## src/rtl/serial_frame_tx_pkg.sv

```systemverilog
// Shared frame-format constants and FSM state encoding for the serial port-demux link.
// The receiver side imports the same package so both ends agree on field widths.
package serial_frame_tx_pkg;

    localparam int LEN_W      = 4;
    localparam int PORT_W     = 2;
    localparam int DATA_W     = (1 << LEN_W) - 1;
    localparam int PORT_IDX_W = $clog2(PORT_W);
    localparam int LEN_IDX_W  = $clog2(LEN_W);

    typedef enum logic [2:0] {
        IDLE = 3'd0,
        STB  = 3'd1,
        PORT = 3'd2,
        LEN  = 3'd3,
        DATA = 3'd4,
        FIN  = 3'd5
    } txState_e;

endpackage

```

## src/rtl/serial_frame_tx_if.sv

```systemverilog
// Parallel request side and serial/status side of the frame transmitter.
interface serial_frame_tx_if;
    import serial_frame_tx_pkg::*;

    logic              Start;
    logic [PORT_W-1:0] Port;
    logic [LEN_W-1:0]  Len;
    logic [DATA_W-1:0] Data;
    logic              SerOut;
    logic              Busy;
    logic              Done;

    modport master (output Start, Port, Len, Data, input SerOut, Busy, Done);
    modport slave  (input Start, Port, Len, Data, output SerOut, Busy, Done);

endinterface

```

## src/rtl/serial_frame_tx_counter.sv

```systemverilog
// Loadable down-counter indexing the current bit within the port, length and data fields.
module frame_bit_counter
    import serial_frame_tx_pkg::*;
#(
    parameter int W = LEN_W
) (
    input  logic         clk,
    input  logic         rst,
    input  logic         load_i,
    input  logic [W-1:0] loadVal_i,
    input  logic         en_i,
    output logic [W-1:0] cnt_o,
    output logic         zero_o
);

    logic [W-1:0] cnt_q, cnt_d;

    // Stops at zero; the FSM reloads it before the next field begins.
    always_comb begin
        cnt_d = cnt_q;
        if (load_i) begin
            cnt_d = loadVal_i;
        end else if (en_i && (cnt_q != '0)) begin
            cnt_d = cnt_q - 1'b1;
        end
    end

    always_ff @(posedge clk) begin
        if (!rst) begin
            cnt_q <= '0;
        end else begin
            cnt_q <= cnt_d;
        end
    end

    assign cnt_o  = cnt_q;
    assign zero_o = (cnt_q == '0);

endmodule

```

## src/rtl/serial_frame_tx.sv

```systemverilog
// Serial frame transmitter: start bit, port, length, then Len data bits MSB first.
module serial_frame_tx
    import serial_frame_tx_pkg::*;
(
    input  logic              clk,
    input  logic              rst,
    input  logic              clkEn,
    serial_frame_tx_if.slave  bus
);

    txState_e          state_q, state_d;
    logic [PORT_W-1:0] port_q, port_d;
    logic [LEN_W-1:0]  len_q, len_d;
    logic [DATA_W-1:0] data_q, data_d;

    logic              cntLoad;
    logic [LEN_W-1:0]  cntLoadVal;
    logic              cntEn;
    logic [LEN_W-1:0]  cnt;
    logic              cntZero;

    frame_bit_counter #(.W(LEN_W)) u_counter (
        .clk       (clk),
        .rst       (rst),
        .load_i    (cntLoad),
        .loadVal_i (cntLoadVal),
        .en_i      (cntEn),
        .cnt_o     (cnt),
        .zero_o    (cntZero)
    );

    always_comb begin
        state_d    = state_q;
        port_d     = port_q;
        len_d      = len_q;
        data_d     = data_q;
        cntLoad    = 1'b0;
        cntLoadVal = '0;
        cntEn      = 1'b0;
        case (state_q)
            IDLE: begin
                if (bus.Start) begin
                    port_d  = bus.Port;
                    len_d   = bus.Len;
                    data_d  = bus.Data;
                    state_d = STB;
                end
            end
            STB: begin
                if (clkEn) begin
                    state_d    = PORT;
                    cntLoad    = 1'b1;
                    cntLoadVal = LEN_W'(PORT_W - 1);
                end
            end
            PORT: begin
                if (clkEn) begin
                    if (cntZero) begin
                        state_d    = LEN;
                        cntLoad    = 1'b1;
                        cntLoadVal = LEN_W'(LEN_W - 1);
                    end else begin
                        cntEn = 1'b1;
                    end
                end
            end
            LEN: begin
                if (clkEn) begin
                    if (!cntZero) begin
                        cntEn = 1'b1;
                    end else if (len_q == '0) begin
                        state_d = FIN;
                    end else begin
                        state_d    = DATA;
                        cntLoad    = 1'b1;
                        cntLoadVal = len_q - 1'b1;
                    end
                end
            end
            DATA: begin
                if (clkEn) begin
                    if (cntZero) begin
                        state_d = FIN;
                    end else begin
                        cntEn = 1'b1;
                    end
                end
            end
            FIN:     state_d = IDLE;
            default: state_d = IDLE;
        endcase
    end

    always_ff @(posedge clk) begin
        if (!rst) begin
            state_q <= IDLE;
            port_q  <= '0;
            len_q   <= '0;
            data_q  <= '0;
        end else begin
            state_q <= state_d;
            port_q  <= port_d;
            len_q   <= len_d;
            data_q  <= data_d;
        end
    end

    // Line level is a pure decode of registered state, captured fields and counter.
    always_comb begin
        bus.SerOut = 1'b1;
        case (state_q)
            STB:     bus.SerOut = 1'b0;
            PORT:    bus.SerOut = port_q[cnt[PORT_IDX_W-1:0]];
            LEN:     bus.SerOut = len_q[cnt[LEN_IDX_W-1:0]];
            DATA:    bus.SerOut = data_q[cnt];
            default: bus.SerOut = 1'b1;
        endcase
    end

    assign bus.Busy = (state_q == STB) || (state_q == PORT) ||
                      (state_q == LEN) || (state_q == DATA);
    assign bus.Done = (state_q == FIN);

endmodule

```

## src/flat_wrapper.sv

```systemverilog
// flat-port wrapper written by rule: the top's interface ports become plain ports
module serial_frame_tx_flat import serial_frame_tx_pkg::*;
  (clk, rst, clkEn, bus_Start, bus_Port, bus_Len, bus_Data, bus_SerOut, bus_Busy, bus_Done);
  serial_frame_tx_if bus_i ();
  input  logic clk;
  input  logic rst;
  input  logic clkEn;
  input wire logic [$bits(bus_i.Start)-1:0] bus_Start;
  input wire logic [$bits(bus_i.Port)-1:0] bus_Port;
  input wire logic [$bits(bus_i.Len)-1:0] bus_Len;
  input wire logic [$bits(bus_i.Data)-1:0] bus_Data;
  output wire logic [$bits(bus_i.SerOut)-1:0] bus_SerOut;
  output wire logic [$bits(bus_i.Busy)-1:0] bus_Busy;
  output wire logic [$bits(bus_i.Done)-1:0] bus_Done;
  assign bus_i.Start = bus_Start;
  assign bus_i.Port = bus_Port;
  assign bus_i.Len = bus_Len;
  assign bus_i.Data = bus_Data;
  assign bus_SerOut = bus_i.SerOut;
  assign bus_Busy = bus_i.Busy;
  assign bus_Done = bus_i.Done;
  serial_frame_tx u_core (.clk(clk), .rst(rst), .clkEn(clkEn), .bus(bus_i));
endmodule
```

## config.mk

```make
export PLATFORM = sky130hd
export DESIGN_NAME = serial_frame_tx_flat
export DESIGN_NICKNAME = d
export VERILOG_FILES = /design/src/rtl/serial_frame_tx_pkg.sv /design/src/rtl/serial_frame_tx_if.sv /design/src/rtl/serial_frame_tx_counter.sv /design/src/rtl/serial_frame_tx.sv /design/src/flat_wrapper.sv
export SDC_FILE = /design/constraint.sdc
export NUM_CORES = 1
export LEC_CHECK = 0
export ABC_AREA = 1
export BUFFER_PORTS_ARGS = -buffer_cell sky130_fd_sc_hd__buf_2
export CORE_ASPECT_RATIO = 2
export CORE_MARGIN = 3
export CORE_UTILIZATION = 26
export DETAILED_ROUTE_END_ITERATION = 8
export GPL_TIMING_DRIVEN = 1
export MAX_ROUTING_LAYER = met4
export PLACE_DENSITY = 0.51
export SLEW_MARGIN = 20
export SYNTH_ARGS = -nofsm -noshare
export SYNTH_HDL_FRONTEND = slang
export SYNTH_HIERARCHICAL = 1
export SYNTH_SLANG_ARGS = --single-unit
```

## constraint.sdc

```tcl
create_clock -name clk -period 3.05 [get_ports clk]
set_input_delay 0.61 -clock clk [delete_from_list [all_inputs] [get_ports clk]]
set_output_delay 0.61 -clock clk [all_outputs]
set_load 0.05 [all_outputs]
```

# Yosys cells after proc, flatten, opt, wreduce, memory -nomap -nowiden
# Index checks and enable logic that the tools add are counted.
# classes
add_sub_neg	2
n_mul	0
div_mod_pow	0
n_lt_le_gt_ge	3
eq_ne	13
n_shift	0
muxes	36
bitwise	0
reduce_logical	12
# op_table
op	n
two-way mux 3 bit	8
two-way mux 4 bit	6
two-way mux 1 bit	15
one-hot mux 3 bit (5 select lines)	1
one-hot mux 4 bit (3 select lines)	1
inequality test 2 bit (second input constant)	5
zero test 4 bit	2
AND reduction 8 bit	1
subtractor 4 x 1 -> 4 bit (second input constant)	2
== test 3 x 2 -> 1 bit (second input constant)	2
== test 3 bit (second input constant)	2
inequality test 2 x 1 -> 1 bit (second input constant)	3
< comparator 4 x 5 -> 1 bit (second input constant)	1
binary-select mux 1 bit (select 4 bit)	1
one-hot mux 1 bit (4 select lines)	1
nonzero test 4 bit	1
== test 3 x 1 -> 1 bit (second input constant)	1
zero test 3 bit	1
logical OR 1 bit	3
< comparator 2 x 3 -> 1 bit (second input constant)	1
one-hot mux 1 bit (3 select lines)	1
OR reduction 3 bit	1
binary-select mux 1 bit (select 2 bit)	1
< comparator 1 x 2 -> 1 bit (second input constant)	1
4 further kinds	4
# totals
ff_bits	28
latchBits	0
ramBits	0
romBits	0
in_bits	25
out_inout_bits	3
elab_cells	71
mem_count	0

# Longest topological paths before layout
# Gate-level depths: netlist of run 1.
# logic_depth
word_depth	7
ltp_mapped	14
ltp_nobuf	14

# By module
# The synthesis of run 1 kept the hierarchy.
# by_module_without_submodules
mod	n_inst	cells_each	area_each_um2	seq_area_each_um2
serial_frame_tx	1	195	1325.0	480.5
frame_bit_counter	1	41	274.0	80.1

# Worst setup path after synthesis of run 1
# Ideal clock, no wire load.
# synth_timing
path_type	flip-flop to output port
start	reg u_core.state_q[0]
end	out bus_Done
arrival_time_ns	1.618
required_time_ns	2.440
path_slack_ns	0.822
path_stages_with_launch	3
n_path_buf	0
path_cell_list	dfxtp_1 > inv_1 > nor3_1
# synth_via
elab_chain_cells	1
# synth_rtl
element	line_no	text
from (decl)	serial_frame_tx.sv:11	txState_e state_q, state_d;
from (signal assigned)	serial_frame_tx.sv:101	state_q <= state_d;
== test 3 bit	serial_frame_tx.sv:122	assign bus.Done = (state_q == FIN);
to (decl)	flat_wrapper.sv:14	output wire logic [$bits(bus_i.Done)-1:0] bus_Done;
# No other way between the ends.

# Worst setup path in the final report of run 1
# layout_timing
start	reg u_core.u_counter.cnt_q[0] (netlist: u_core/u_counter/cnt_o[0])
end	out bus_SerOut
# layout_via
elab_chain_cells	3
elab_cells_between_ends	7
classes_between	mux (7)
# layout_rtl
element	line_no	text
from (decl)	serial_frame_tx_counter.sv:16	logic [W-1:0] cnt_q, cnt_d;
from (signal assigned)	serial_frame_tx_counter.sv:32	cnt_q <= cnt_d;
binary-select mux 1 bit (select 4 bit), or another cell as far along	serial_frame_tx.sv:115	DATA: bus.SerOut = data_q[cnt];
two-way mux 1 bit (on tied branches)	serial_frame_tx.sv:115, serial_frame_tx.sv:113, serial_frame_tx.sv:114	
one-hot mux 1 bit (4 select lines) *	serial_frame_tx.sv:111	case (state_q)
to (decl)	flat_wrapper.sv:12	output wire logic [$bits(bus_i.SerOut)-1:0] bus_SerOut;
# Every way passes the cells marked *; elsewhere a longest branch is shown, timed or not. The select of a mux whose other input is x is not followed.

==> run_results.csv, run 1 <==
group,metric,value,unit
layout,drive_gt1_share,19.2,%
layout,final-seq-area,561,um^2
timing,final_hold_viol_count,0,
power,p_sw_share,44.9,%
job,max_cap_viol_count,0,
logic_synthesis,synth.yosys.warnings,6,
global_routing,grt_antenna_before_repair,0,
timing,setup_viol_count_final,0,
power,power_frac_comb,50.2,%
power,power.internal,1.09,mW
clocking,post_cts.resized_instances,0,
critical_path,worstSetupStartpointType,"flip-flop",
die,die-area,7180,um^2
timing,timing.final.crit_period,2.44,ns
clocking,cts_max_level,1,
critical_path,r2r_start,"u_core/u_counter/cnt_o[0]$_SDFFE_PN0P_",
timing,slew_headroom,50.1,%
logic_synthesis,proportion_of_synthesized_chip_area_in_sequential_cells,35.1,%
routing,total_vias_in_the_final_route,1496,
layout,layout.cells.most_common,"nand2_1",
layout,fillerInstances,662,
global_routing,grt-ovfl-total,0,
die,chipHeight,117,um
critical_path,worst_ep_required_time,2.44,ns
worst_hold_path,hold_end,"u_core/data_q[14]$_SDFFE_PN0P_",
layout,nNetsFinal,289,
power,clockPowerShare,19.4,%
critical_path,cp-startpoint,"u_core/u_counter/cnt_o[0]$_SDFFE_PN0P_",
routing,route.detailed.wl_per_inst,12.2,um
timing,final_sum_of_negative_setup_slack,0,ns
routing,ant_nets,0,
die,ioPinCount,28,
clocking,root_buffer,"clkbuf_16",
logic_synthesis,synth_top_area_cell,"dfxtp_1",
layout,layout_common_cells,"nand2_1 (43), inv_1 (36), dfxtp_1 (28)",
layout,multi_input_area,835,um^2
timing,clock-skew-final,0.00356,ns
place,port-buffer-count,27,
die,start_util,27.3,%
critical_path,critPathKind,"reg2out",
worst_hold_path,worst_hold_path_type,"reg2reg",
logic_synthesis,post-synth-top-area-fraction,35.1,%
power,power.net_switching,886,uW
critical_path,reg2reg_end,"u_core/u_counter/cnt_o[2]$_SDFFE_PN0P_",
clocking,setup_bufs_post_cts,0,
timing,fmaxAchievable,410,MHz
routing,wl,3930,um
logic_synthesis,mean_cell_area_of_the_mapped_netlist,6.78,um^2
clocking,clock_tree_from_tritoncts,"done",
routing,drt_iter0_drc,22,
routing,vias_per_cell,4.66,
worst_hold_path,hold_path.startpoint,"u_core/data_q[14]$_SDFFE_PN0P_",
timing,timing.final.max_slew_violations,0,
timing,grt_setup_unrepaired,"false",
logic_synthesis,synthesis.nets,264,
worst_hold_path,min_delay_path_depth,2,
global_routing,groute.usage.overall,12.6,%
die,core_area,5860,um^2
die,die_wd,61.5,um
logic_synthesis,mappedNetlistArea,1600,um^2
outcome,run_status,"complete, no violations",
critical_path,reg2reg_setup_slack,0.91,ns
critical_path,rr_worst_depth,14,
critical_path,cp.arrival,1.83,ns
clocking,clkSinkCount,28,
layout,antennaDiodeCount,0,
clocking,hold_bufs_at_cts,0,
power,p_leak,0.879,nW
clocking,insertion_delay,0.26,ns
clocking,tritoncts.num_buffers,3,
logic_synthesis,synthesis.instances,236,
critical_path,worst_setup_path_end_kind,"primary output",
place,half_perimeter_wire_length_after_placement,3120,um
power,power.density_cell_area,1050,nW/um^2
logic_synthesis,synthDistinctLibCells,30,
power,power.share.sequential,30.4,%
layout,layout-area-overhead-vs-synth,17.2,%
die,rows,39,
logic_synthesis,synth_seq_cells,28,
power,vdd_drop_max,0.668,mV
timing,timing_worst_slew_pin_value,0.747,ns
global_routing,first_global_vias,1537,
critical_path,worstPathMaxFanout,14,
logic_synthesis,synthTopCellsByArea,"dfxtp_1 (35%), nand2_1 (10%), inv_1 (8.5%), a21oi_1 (7.5%), nand3_1 (6.6%)",
global_routing,grt_pass1_wl,6690,um
timing,final.period_utilization,80.0,%
routing,drtPass1Iterations,4,
global_routing,grt_max_degree,43,
clocking,clock_tree.buffer_depth,2,
place,gp_congestion,0.795,
clocking,clk_transition_reported_paths,0.07,ns
timing,hold_slack,0.455,ns
routing,drc_errors,0,
[registers in the layout (all words and copies together) (netlist names)]
name	flops
u_core/len_q	4
u_core/port_q	2
u_core/state_q	3
u_core/u_counter/cnt_o	4
u_core/data_q	15
[synth_stat cells]
library cell  count
o22ai_1           2
nor3_1            2
buf_2             3
buf_4             2
dfxtp_1          28
o21ai_1          20
nand2_2           3
clkinv_2          1
a21oi_2           1
inv_1            36
nand3_4           2
nand2_4           3
nand4_1           2
nor2_4            1
o21ai_0           7
o211ai_1          1
xnor2_1           1
nand3_1          21
nor2_1           15
o221ai_1          1
inv_2             6
nand3_2           2
ha_1              3
nand3b_1          1
xor2_1            2
clkbuf_4          1
clkbuf_1          1
nand2_1          43
a21oi_1          24
or2_0             1
[power by group through the flow]
stage / registers [mW] / clock network [mW] / logic (mW)
2_1_floorplan: 0.562 / 0 / 0.843
3_3_place_gp: 0.604 / 0 / 1.01
3_5_place_dp: 0.608 / 0 / 1.00
4_1_cts: 0.599 / 0.398 / 1.01
5_1_grt: 0.618 / 0.411 / 1.15
6_report: 0.599 / 0.382 / 0.991
[cells by family after synthesis]
| logic type | synth area share (%) |
|---|---|
| adder cells (fa/ha/maj) | 2.35 |
| XOR/XNOR | 1.64 |
| flip-flops | 35.1 |
| AO/OA/AOI/OAI | 18.3 |
| AND/OR/NAND/NOR | 29.9 |
| buffers and inverters | 12.8 |
[how the worst max path moves through the flow]
stage / endpoint / slack, ns / cells past startpoint
final: bus_SerOut / 0.61 / 9
after global routing: bus_SerOut / 0.36 / 9
after CTS: bus_SerOut / 0.57 / 9
after detailed placement: bus_SerOut / 0.87 / 9
after global placement: bus_SerOut / 0.87 / 9
after floorplan: bus_Done / 0.82 / 2
[cell type report]
class / count / area share [%]
clock buffers: 3 / 4.01
clock inverters: 1 / 1.60
inverters: 43 / 8.68
multi-input cells: 158 / 44.5
flip-flops and latches: 28 / 29.9
well taps: 61 / 4.07
repair buffers: 27 / 7.21
[worst max-delay path: stages (launching register included)]
cell     delay, ns
dfxtp_1       0.62
inv_2         0.19
nand2_1       0.11
nand3_1       0.07
nand3_1       0.08
nand3_1       0.07
nand2_1       0.08
nand2_1       0.04
nand2_1       0.06
buf_2         0.26
[routing by layer]
| layer | part of all wire [%] | global-route usage (%) | up-vias |
|---|---|---|---|
| li1 | - | - | 804 |
| met1 | 37 | 12.0 | 668 |
| met2 | 58 | 24.3 | 20 |
| met3 | 3.1 | 1.54 | 4 |
| met4 | 1.5 | 5.10 | 0 |
| met5 | 0 | - | - |
[metrics by stage]
stage / area [um^2] / cells / total power [mW] / util [%] / setup slack (ns)
after floorplan: 1600 / 236 / 1.41 / - / 0.822
after global placement: 1770 / 317 / 1.61 / 30.2 / 0.873
after detailed placement: 1770 / 317 / 1.61 / 30.2 / 0.866
after CTS: 1870 / 321 / 2.00 / 32.0 / 0.573
after global routing: 1870 / 321 / 2.18 / 32.0 / 0.362
final: 1870 / 321 / 1.97 / 32.0 / 0.609
No activity file was read; power rests on OpenSTA's default activity.
==> run 2: changes to the inputs <==
--- a/config.mk
+++ b/config.mk
@@ -13,7 +13,7 @@
 export DETAILED_ROUTE_END_ITERATION = 8
 export GPL_TIMING_DRIVEN = 1
 export MAX_ROUTING_LAYER = met4
-export PLACE_DENSITY = 0.51
+export PLACE_DENSITY = 0.53
 export SLEW_MARGIN = 20
 export SYNTH_ARGS = -nofsm -noshare
 export SYNTH_HDL_FRONTEND = slang
==> constraint.sdc (replaced) <==
create_clock -name clk -period 2.18 [get_ports clk]
set_input_delay 0.436 -clock clk [delete_from_list [all_inputs] [get_ports clk]]
set_output_delay 0.436 -clock clk [all_outputs]
set_load 0.05 [all_outputs]
==> run 2 against run 1 <==
Sequential power rose by 38%. Critical endpoint unchanged. First-iteration DRC count rose by 18%. Clock power rose by 44%. Global-route usage rose by 0.34 points. Die area did not move. Count of clock-buffer cells in the layout did not move. Clock skew barely moved. Register-to-register slack got worse by 0.67 ns. Sequential cell count did not move. Sequential share of layout area fell by 0.38 points. Combinational power rose by 47%.
==> run_results.csv, run 2 (synthesis results as in run 1) <==
group,metric,value,unit
critical_path,cp.arrival,1.59,ns
timing,hold_slack,0.436,ns
timing,timing_worst_slew_pin_value,0.463,ns
critical_path,worstPathMaxFanout,7,
power,power.share.sequential,29.1,%
die,ioPinCount,28,
layout,nNetsFinal,291,
routing,wl,4030,um
routing,drc_errors,0,
clocking,insertion_delay,0.26,ns
timing,final_hold_viol_count,0,
power,clockPowerShare,19.4,%
clocking,hold_bufs_at_cts,0,
clocking,clk_transition_reported_paths,0.07,ns
clocking,setup_bufs_post_cts,0,
routing,route.detailed.wl_per_inst,12.5,um
place,gp_congestion,0.906,
layout,largest_register_by_flop_count,"u_core/data_q",
power,power.internal,1.56,mW
global_routing,groute.usage.overall,13.0,%
timing,clock-skew-final,0.00403,ns
die,start_util,27.3,%
layout,largest_register_ff_count,15,
layout,drive_gt1_share,21.0,%
global_routing,grt_pass1_wl,6760,um
routing,total_vias_in_the_final_route,1523,
timing,timing.final.max_slew_violations,0,
place,half_perimeter_wire_length_after_placement,3190,um
worst_hold_path,worst_hold_path_type,"in2reg",
routing,vias_per_cell,4.72,
clocking,tritoncts.num_buffers,3,
layout,final_core_util,32.6,%
critical_path,worst_setup_path_end_kind,"primary output",
power,power_frac_comb,51.5,%
layout,layout-area-overhead-vs-synth,19.2,%
die,die-area,7180,um^2
global_routing,grt-ovfl-total,0,
global_routing,grt_max_degree,29,
clocking,clkSinkCount,28,
timing,final.period_utilization,93.0,%
layout,layout_common_cells,"nand2_1 (42), inv_1 (36), buf_2 (27)",
layout,multi_input_area,837,um^2
die,rows,39,
power,p_leak,0.896,nW
place,post_dp_cell_area,1800,um^2
routing,drtPass1Iterations,4,
layout,antennaDiodeCount,0,
job,max_cap_viol_count,0,
critical_path,worst_ep_required_time,1.74,ns
timing,fmaxAchievable,493,MHz
routing,ant_nets,0,
power,p_sw_share,45.0,%
place,port-buffer-count,27,
outcome,run_status,"complete, no violations",
clocking,root_buffer,"clkbuf_16",
critical_path,critPathKind,"reg2out",
die,core_area,5860,um^2
layout,fillerInstances,651,
timing,setup_viol_count_final,0,
power,vdd_drop_max,0.701,mV
layout,layout.cells.most_common,"nand2_1",
routing,drt_iter0_drc,26,
layout,stdcell_area,1910,um^2
critical_path,worstSetupStartpointType,"flip-flop",
clocking,clock_tree_from_tritoncts,"done",
global_routing,grt_antenna_before_repair,0,
place,placed_cells,319,
clocking,clock_tree.buffer_depth,2,
die,die_wd,61.5,um
power,power.net_switching,1.28,mW
die,chipHeight,117,um
layout,final-seq-area,563,um^2
timing,slew_headroom,69.1,%
timing,final_sum_of_negative_setup_slack,0,ns
timing,timing.final.crit_period,2.03,ns
global_routing,first_global_vias,1491,
power,power.density_cell_area,1490,nW/um^2
layout,final_cell_count_no_fill,323,
clocking,cts_max_level,1,
run 2: worst paths after layout:
path	start	to	slack, ns	depth (start not counted)
worst max register to register	u_core/u_counter/cnt_o[0]$_SDFFE_PN0P_	u_core/u_counter/cnt_o[3]$_SDFFE_PN0P_	0.24	12
worst min register to register	u_core/data_q[7]$_SDFFE_PN0P_	u_core/data_q[7]$_SDFFE_PN0P_	0.45	2
worst max-delay path	u_core/state_q[0]$_SDFFE_PN0P_	bus_SerOut	0.15	7
worst min-delay path	bus_Port[1]	u_core/port_q[1]$_SDFFE_PN0P_	0.44	3
run 2: cell type report:
type	count	area share [%]
repair buffers	29	8.53
clock buffers	3	3.94
flip-flops and latches	28	29.5
multi-input cells	158	43.9
clock inverters	1	1.57
inverters	43	8.53
well taps	61	4.00
run 2: critical path, stage by stage, from the launching register on:
cell,delay [ns]
dfxtp_1,0.39
nor2_4,0.21
nand2_4,0.09
nand3_4,0.10
inv_1,0.05
nor3_1,0.19
nand2_1,0.08
buf_2,0.21
run 2: timing repair:
action | in CTS | in global routing
endpoints found under the setup margin | 0 | 1
hold endpoints to repair | 0 | 0
gates resized for setup | 0 | 3
run 2: stage by stage:
step | worst slack, ns | total power [mW]
5_1_grt | -0.000662 | 3.11
6_report | 0.153 | 2.83
4_1_cts | 0.0555 | 2.85
3_3_place_gp | 0.315 | 2.29
3_5_place_dp | 0.234 | 2.30
2_1_floorplan | 0.126 | 1.97
run 2: routing by layer:
metal / global-route usage (%) / part of all wire [%] / wire, um
met1: 13.0 / 37 / 1480
met2: 23.8 / 58 / 2330
met3: 1.54 / 2.4 / 96
met4: 6.09 / 3.1 / 124
met5: - / 0 / 0
run 2: power groups by stage:
stage,combinational (mW),clock [mW],sequential [mW]
after floorplan,1.18,0,0.786
after CTS,1.47,0.567,0.821
after global routing,1.67,0.596,0.848
after detailed placement,1.46,0,0.833
final,1.46,0.549,0.826
after global placement,1.46,0,0.829
